$ cat src/rtl/valu_seq.sv
`default_nettype none
// valu_seq: sequences one vector command through memory -> ALU -> memory and folds the ALU flags.
// Optional macro VALU_SEQ_CONV_ACC_EN: op 101 becomes a lane-wise accumulation with a single result write.
module valu_seq #(
   parameter int N  = 18,
   parameter int V  = 3,
   parameter int AW = 8,
   parameter int LW = 8
) (
   input  logic              clk,
   input  logic              rst_n,
   input  logic              start,
   input  logic [2:0]        op,
   input  logic [AW-1:0]     src_a,
   input  logic [AW-1:0]     src_b,
   input  logic [AW-1:0]     dst,
   input  logic [LW-1:0]     len,
   output logic              busy,
   output logic              done,
   output logic              err,
   output logic [3:0]        flags,
   output logic              rd_en,
   output logic [AW-1:0]     rd_addr_a,
   output logic [AW-1:0]     rd_addr_b,
   input  logic [V*N-1:0]    rd_data_a,
   input  logic [V*N-1:0]    rd_data_b,
   output logic [2:0]        alu_c,
   output logic [V*N-1:0]    alu_a,
   output logic [V*N-1:0]    alu_b,
   input  logic [V*N-1:0]    alu_r,
   input  logic [3:0]        alu_f,
   output logic              wr_en,
   output logic [AW-1:0]     wr_addr,
   output logic [V*N-1:0]    wr_data
);

   typedef enum logic [1:0] {
      IDLE  = 2'd0,
      RUN   = 2'd1,
      DRAIN = 2'd2,
      FIN   = 2'd3
   } state_t;

   state_t           state;
   logic [AW-1:0]    dst_q;
   logic [LW-1:0]    len_q;
   logic [LW-1:0]    cnt;
   logic [LW-1:0]    idx1;
   logic             drain_cnt;
   logic             v1;
   logic             f_neg;
   logic             f_zero;
   logic             f_carry;
   logic             accept;
   logic             last_issue;
   logic             wr_fire;
   logic [AW-1:0]    wr_off;

   assign accept     = (state == IDLE) && start;
   assign last_issue = (cnt == len_q - LW'(1));
   assign flags      = {f_neg, f_zero, f_carry, 1'b0};
   assign alu_a      = v1 ? rd_data_a : '0;

   always_ff @(posedge clk or negedge rst_n) begin
      if (!rst_n) begin
         state     <= IDLE;
         busy      <= 1'b0;
         done      <= 1'b0;
         err       <= 1'b0;
         rd_en     <= 1'b0;
         rd_addr_a <= '0;
         rd_addr_b <= '0;
         alu_c     <= 3'b000;
         dst_q     <= '0;
         len_q     <= '0;
         cnt       <= '0;
         drain_cnt <= 1'b0;
      end else begin
         case (state)
            IDLE: begin
               if (start) begin
                  alu_c     <= op;
                  dst_q     <= dst;
                  len_q     <= len;
                  busy      <= 1'b1;
                  rd_addr_a <= src_a;
                  rd_addr_b <= src_b;
                  cnt       <= '0;
                  if (op[2:1] == 2'b11) begin
                     err   <= 1'b1;
                     done  <= 1'b1;
                     state <= FIN;
                  end else if (len == '0) begin
                     done  <= 1'b1;
                     state <= FIN;
                  end else begin
                     rd_en <= 1'b1;
                     state <= RUN;
                  end
               end
            end
            RUN: begin
               if (last_issue) begin
                  rd_en     <= 1'b0;
                  drain_cnt <= 1'b0;
                  state     <= DRAIN;
               end else begin
                  cnt       <= cnt + LW'(1);
                  rd_addr_a <= rd_addr_a + AW'(1);
                  rd_addr_b <= rd_addr_b + AW'(1);
               end
            end
            // Two cycles let the final beat pass the read and ALU stages before done.
            DRAIN: begin
               if (drain_cnt) begin
                  done  <= 1'b1;
                  state <= FIN;
               end else begin
                  drain_cnt <= 1'b1;
               end
            end
            FIN: begin
               done  <= 1'b0;
               err   <= 1'b0;
               busy  <= 1'b0;
               alu_c <= 3'b000;
               state <= IDLE;
            end
            default: state <= IDLE;
         endcase
      end
   end

`ifdef VALU_SEQ_CONV_ACC_EN
   logic             conv_mode;
   logic             last1;
   logic [V*N-1:0]   acc;

   assign conv_mode = (alu_c == 3'b101);
   assign alu_b     = !v1 ? '0 : (conv_mode ? acc : rd_data_b);
   assign wr_fire   = v1 && (!conv_mode || last1);
   assign wr_off    = conv_mode ? '0 : AW'(idx1);

   always_ff @(posedge clk or negedge rst_n) begin
      if (!rst_n) begin
         acc   <= '0;
         last1 <= 1'b0;
      end else begin
         last1 <= rd_en && last_issue;
         if (accept) begin
            acc <= '0;
         end else if (v1 && conv_mode) begin
            acc <= alu_r;
         end
      end
   end
`else
   assign alu_b   = v1 ? rd_data_b : '0;
   assign wr_fire = v1;
   assign wr_off  = AW'(idx1);
`endif

   // v1 marks the cycle in which a beat's read data is at the ALU inputs.
   always_ff @(posedge clk or negedge rst_n) begin
      if (!rst_n) begin
         v1      <= 1'b0;
         idx1    <= '0;
         wr_en   <= 1'b0;
         wr_addr <= '0;
         wr_data <= '0;
         f_neg   <= 1'b0;
         f_zero  <= 1'b0;
         f_carry <= 1'b0;
      end else begin
         v1    <= rd_en;
         idx1  <= cnt;
         wr_en <= wr_fire;
         if (wr_fire) begin
            wr_addr <= dst_q + wr_off;
            wr_data <= alu_r;
         end
         if (accept) begin
            f_neg   <= 1'b0;
            f_zero  <= 1'b1;
            f_carry <= 1'b0;
         end else if (v1) begin
            f_neg   <= alu_f[3];
            f_zero  <= f_zero & alu_f[2];
            f_carry <= f_carry | alu_f[1];
         end
      end
   end

endmodule
`default_nettype wire

$ cat config.mk
export PLATFORM = sky130hd
export DESIGN_NAME = valu_seq
export DESIGN_NICKNAME = d
export VERILOG_FILES = /design/src/rtl/valu_seq.sv
export SDC_FILE = /design/constraint.sdc
export NUM_CORES = 1
export LEC_CHECK = 0
export ABC_AREA = 1
export CAP_MARGIN = 10
export CORE_AREA = 2 2 154 156
export CTS_BUF_LIST = sky130_fd_sc_hd__clkbuf_8
export DETAILED_ROUTE_END_ITERATION = 8
export DIE_AREA = 0 0 156 158
export MAX_ROUTING_LAYER = met4
export PLACE_DENSITY = 0.69
export SKIP_LAST_GASP = 1
export SLEW_MARGIN = 0
export SYNTH_ARGS = -nofsm -noshare
export SYNTH_HDL_FRONTEND = slang
export SYNTH_SLANG_ARGS = --single-unit
$ cat constraint.sdc
create_clock -name clk -period 1.8 [get_ports clk]
set_input_delay 0.45 -clock clk [delete_from_list [all_inputs] [get_ports clk]]
set_output_delay 0.45 -clock clk [all_outputs]
set_load 0.005 [all_outputs]
# Word level (Yosys, flattened, before mapping)
# Index checks and enable logic that the tools add are counted.
dict set report classes {
  add_sub_neg 5
  eq_ne 13
  muxes 41
  bitwise_logic 2
  n_reduce_logical 16
}
# cell count
set op_table {}
lappend op_table {{$mux 54} 2}
lappend op_table {{$mux 8} 6}
lappend op_table {{$pmux 8 s2} 3}
lappend op_table {{$add 8x1->8 const B} 3}
lappend op_table {{$mux 1} 17}
lappend op_table {{$ne 2x2->1 const B} 6}
lappend op_table {{$mux 2} 5}
lappend op_table {{$reduce_and 3->1} 3}
lappend op_table {{$add 8x8->8} 1}
lappend op_table {{$eq 8x8->1} 1}
lappend op_table {{$logic_not 8->1} 1}
lappend op_table {{$pmux 1 s2} 4}
lappend op_table {{$pmux 2 s4} 1}
lappend op_table {{$reduce_bool 2->1} 4}
lappend op_table {{$sub 8x1->8 const B} 1}
lappend op_table {{$eq 2x2->1 const B} 3}
lappend op_table {{$pmux 3 s2} 1}
lappend op_table {{$reduce_and 2->1} 3}
lappend op_table {{$reduce_and 5->1} 1}
lappend op_table {{$reduce_and 4->1} 1}
lappend op_table {{$mux 3} 1}
lappend op_table {{$ne 3x1->1 const B} 1}
lappend op_table {{$pmux 1 s3} 1}
lappend op_table {{$reduce_bool 3->1} 1}
lappend op_table {{other kinds (6)} 6}
dict set report word_totals {
  register_bits 125
  in_bits 204
  output_inout_bits 198
  wordCells 97
}

# Logic depth before layout (Yosys ltp)
dict set report depth {
  word_depth 5
  ltp_mapped 14
}

# Least setup slack after synthesis
# OpenSTA, ideal clock, no wires.
dict set report synth_path {
  path_kind {reg-to-reg}
  startpoint {register len_q[0]}
  endpoint {register rd_addr_b[5]}
  t_arrival_ns 1.613
  path_slack_ns 0.069
  stages_incl_launch_ff 13
  cell_sequence {dfrtp_1 > inv_2 > ha_1 > nand3_2 > nor2_1 > nand2_1 > nand2_1 > nand2_1 > nor2_2 > nand3_4 > buf_2 > nand4_1 > nand2_1}
}
dict set report synth_via {
  elab_chain_cells 4
}
# item line_no
set synth_lines {}
lappend synth_lines {{start, declared} 46} ;# logic [LW-1:0] len_q;
lappend synth_lines {{start signal, assigned} 84} ;# len_q <= len;
lappend synth_lines {{$sub 8x1->8} 60} ;# assign last_issue = (cnt == len_q - LW'(1));
lappend synth_lines {{$eq 8x8->1} 60}
lappend synth_lines {{$ne 2x2->1 (no source line)} n/a}
lappend synth_lines {{$reduce_and 3->1 (no source line)} n/a}
lappend synth_lines {{end signal, assigned} 87} ;# rd_addr_b <= src_b;
lappend synth_lines {{end signal, assigned} 110} ;# rd_addr_b <= rd_addr_b + AW'(1);
lappend synth_lines {{end, declared} 24} ;# output logic [AW-1:0] rd_addr_b,
# Every way passes these cells.
# A chain may end at the register's enable or synchronous reset.

# Worst setup path in the final report
dict set report layout_path {
  startpoint {register v1}
  endpoint {output port alu_b[31]}
}
dict set report layout_via {
  elab_chain_cells 1
}
# item line_no
set layout_lines {}
lappend layout_lines {{start, declared} 50} ;# logic v1;
lappend layout_lines {{start signal, assigned} 175} ;# v1 <= rd_en;
lappend layout_lines {{$mux 54} 158} ;# assign alu_b = v1 ? rd_data_b : '0;
lappend layout_lines {{end, declared} 29} ;# output logic [V*N-1:0] alu_b,
# Every way passes these cells.

==> metrics.md <==
| Metric | Value |
|---|---|
| Status | finished with violations |
| Failing checks | negative setup slack |
| Rows | 56 |
| Die ar. | 24600 um2 |
| Fin nets | ~1700 |
| WL/cell | approximately 17 um |
| Final Max Slew Viols | 0 |
| Clk_lat worst skew | about 0.46 ns |
| Clock power frac | 0.162 |
| Synth unique cells | 34 |
| R2r setup slk | -0.08 ns |
| CTS Buf Count | 17 |
| CTS tree | done |
| Sequential fraction of design power | 0.274 |
| Worst hold path depth | 0 |
| Worst Hold Launch | rd_en$_DFFE_PN0P_ |
| Remaining antenna violation count | 0 |
| Net Switching | between 6000 and 7000 uW |
| Max-cap viol count | 0 |
| Switching Fraction | 0.404 |
| Fmax | 0.453 GHz |
| Post-synth EDFFs | 0 |
| Antenna violations before repair | 2 |
| Syn Inst Count | between 900 and 1000 |
| Starting Density | 0.298 |
| Peak VDD IR | between 600 and 700 uV |
| Dpl hpwl | roughly 19000 um |
| Global Route Usage Sum | 0.228 |
| DRT Pass-1 Iters | 5 |
| P_int | between 9000 and 10000 uW |
| GRT Residual Overflow | 0 |
| Most frequent cell after synthesis | nand2_1 |
| Overall routed net length | slightly below 30000 um |
| # IOs | 402 |
| Number of global-route vias before repair | about 7600 |
| Placer Congestion | roughly 0.84 |
| DP Area | approximately 11000 um2 |
| Post-synth top area cell | dfrtp_1 |
| Layout area overhead | 92.6% |
| FF-to-FF End | cnt[0]$_DFFE_PN0P_ |
| Fraction of layout cells with a size suffix above 1 | 0.290 |
| Final Worst Setup Slack | -0.407 ns |
| Clock sink total | 125 |
| Synth Register Bits | about 130 |
| Final period util | 1.23 |
| Critical Path Max Stage Delay | roughly 0.53 ns |
| Clk slew on worst S/H paths | 0.08 ns |
| Sequential fraction of the synthesis area | 0.456 |
| Yosys warns | 0 |
| Final Critical Period | 2.21 ns |
| DR vias/cell | ~4.5 |
| Worst path required time | 1.35 ns |
| Final instance area | roughly 13000 um2 |
| Synthesized area | between 6000 and 7000 um2 |
| CP Cell Sequence | buf_12 -> buf_12 -> buf_16 -> buf_6 -> nand2_2 -> inv_1 -> buf_2 |
| Ys async rst share | 1.00 |
| Via count | 8002 |
| R2R cell count | 13 |
| Top post-synthesis cells by area | dfrtp_1, nand2_1, inv_1 |
| Clock Skew | roughly 0.012 ns |
| First-pass GRT wire length | around 42000 um |
| Chip height | between 150 and 200 um |
| Die X | approximately 160 um |
| Combinational fraction of design power | 0.565 |
| Largest net degree at the start of global routing | about 50 |
| Post-route setup TNS | -27.62 ns |
| Hold WS | around 0.42 ns |
| Critical Path Source Type | register |
| Hold crit path type | reg2reg |
| DRT iter0 DRCs | approximately 480 |
| Post-route insts no fill | between 1500 and 2000 |
| Hold Vio Cnt, Final | 0 |
| Residual DRC | 0 |
| Pwr/cell area | between 1000 and 1500 nW/um2 |
| Clock Path Buffers | 2 |
| Setup violations, final | between 100 and 150 |
| Crit path top cell by count | buf_12 |
| Worst slack, placed | -0.283 ns |
| RSZ-0062 raised after global routing | true |
| Root buf cell | clkbuf_8 |
| Hold EP | v1$_DFF_PN0_ |
| Mapped Nets | 1200 |
| Port buffer count | between 300 and 400 |
| Placed insts | 1663 |
| Core area | roughly 23000 um2 |
| Slowest cell on crit path | dfrtp_4 |
| Worst reg2reg startpoint | len_q[1]$_DFFE_PN0P_ |
| Mean post-synth cell area | between 7 and 8 um2 |
| Post-synth top cells | nand2_1, inv_1, dfrtp_1 |
| WS Path Type | reg2out |
| Max H-tree Level | 4 |
| P_leak | a little over 0.007 uW |
| Crit. End Element | output port |
| WP data arrival | approximately 1.8 ns |
| Post-synth top area share | 0.456 |
| Most used DFF post-synth | dfrtp_1 |
| Critical path fanouts, max | 6 |
what timing repair did:
action	CTS	global route
hold endpoints to repair	42	0
hold buffers	1	0
pin swaps	24	29
gates resized for setup	567	210
endpoints found under the setup margin	195	227
gates cloned	18	4
setup buffers	49	20
registers in the layout, indices dropped and copies added (netlist names), 2 cells and up:
signal     flops
alu_c          3
wr_data       54
dst_q          8
rd_addr_b      8
state          2
wr_addr        8
idx1           8
rd_addr_a      8
len_q          8
cnt            8
how the worst max path moves through the flow:
stage,start,end,slack [ns],depth (start not counted)
after floorplan,len_q[0]$_DFFE_PN0P_,rd_addr_b[5]$_DFFE_PN0P_,0.07,12
after global placement,rd_data_a[48],alu_a[48],-0.29,4
after detailed placement,rd_data_a[48],alu_a[48],-0.28,4
after CTS,v1$_DFF_PN0_,alu_b[31],-0.41,7
after global routing,v1$_DFF_PN0_,alu_b[31],-0.45,7
final,v1$_DFF_PN0_,alu_b[31],-0.41,7
placed cells by master, fill, tap and decap left out, types with 3 or more instances in the layout:
master,n
a21oi_1,7
buf_12,12
buf_16,14
buf_2,53
buf_4,73
buf_6,55
clkbuf_16,3
clkbuf_2,10
clkbuf_8,19
clkdlybuf4s15_2,5
clkdlybuf4s50_1,204
clkinv_2,4
clkinv_4,3
dfrtp_1,123
dlygate4sd2_1,68
dlymetal6s2s_1,24
ha_1,11
ha_2,3
inv_1,107
inv_2,50
nand2_1,362
nand2_2,54
nand2_4,43
nand3_1,25
nand3_2,3
nand3_4,6
nand3b_1,3
nand4_1,28
nor2_1,27
nor2_4,3
nor3_1,6
o21ai_0,32
xnor2_1,9
xor2_1,9
kinds of logic (layout without fill, tap and decap cells):
kind of cell / after synthesis / after routing / share of synthesized area
buf+inv: 210 / 718 / 0.120
simple gates: 562 / 565 / 0.334
flops: 125 / 125 / 0.456
fa+ha+maj: 16 / 16 / 0.0302
compound gates: 48 / 48 / 0.0364
other cells: 1 / 3 / 0.000546
xor+xnor: 18 / 18 / 0.0230
cell type report:
type,instances,area (um2)
fill,2078,9830
timing repair buffer,524,5210
multi-input combinational,648,3490
sequential,125,3130
inverter,162,626
tap,290,363
clock buffer,19,262
clock inverter,13,139
antenna,2,5.00
through the flow:
stage | utilization | total power (uW)
final | 0.574 | 15800
after global routing | 0.574 | 16900
after CTS | 0.547 | 15100
after detailed placement | 0.494 | 11600
after global placement | 0.494 | 11400
after floorplan | - | 7730
power groups by stage:
stage / logic [uW] / registers, uW / clock network (uW)
2_1_floorplan: 3350 / 4380 / 0
3_3_place_gp: 6980 / 4450 / 0
3_5_place_dp: 7120 / 4470 / 0
4_1_cts: 8200 / 4310 / 2610
5_1_grt: 9740 / 4420 / 2760
6_report: 8910 / 4320 / 2550
metal layers:
layer	track usage	vias up	wire length, um
met5	-	-	0
li1	-	3944	-
met2	0.381	280	15200
met4	0.0773	0	585
met1	0.268	3737	11700
met3	0.0600	41	2020
critical path: cells and delay by family, from the launching register on:
kind / cells / cell delay (ns)
buf+inv: 6 / 0.71
simple gates: 1 / 0.06
flops: 1 / 0.53
No activity file was read; power rests on OpenSTA's default activity.
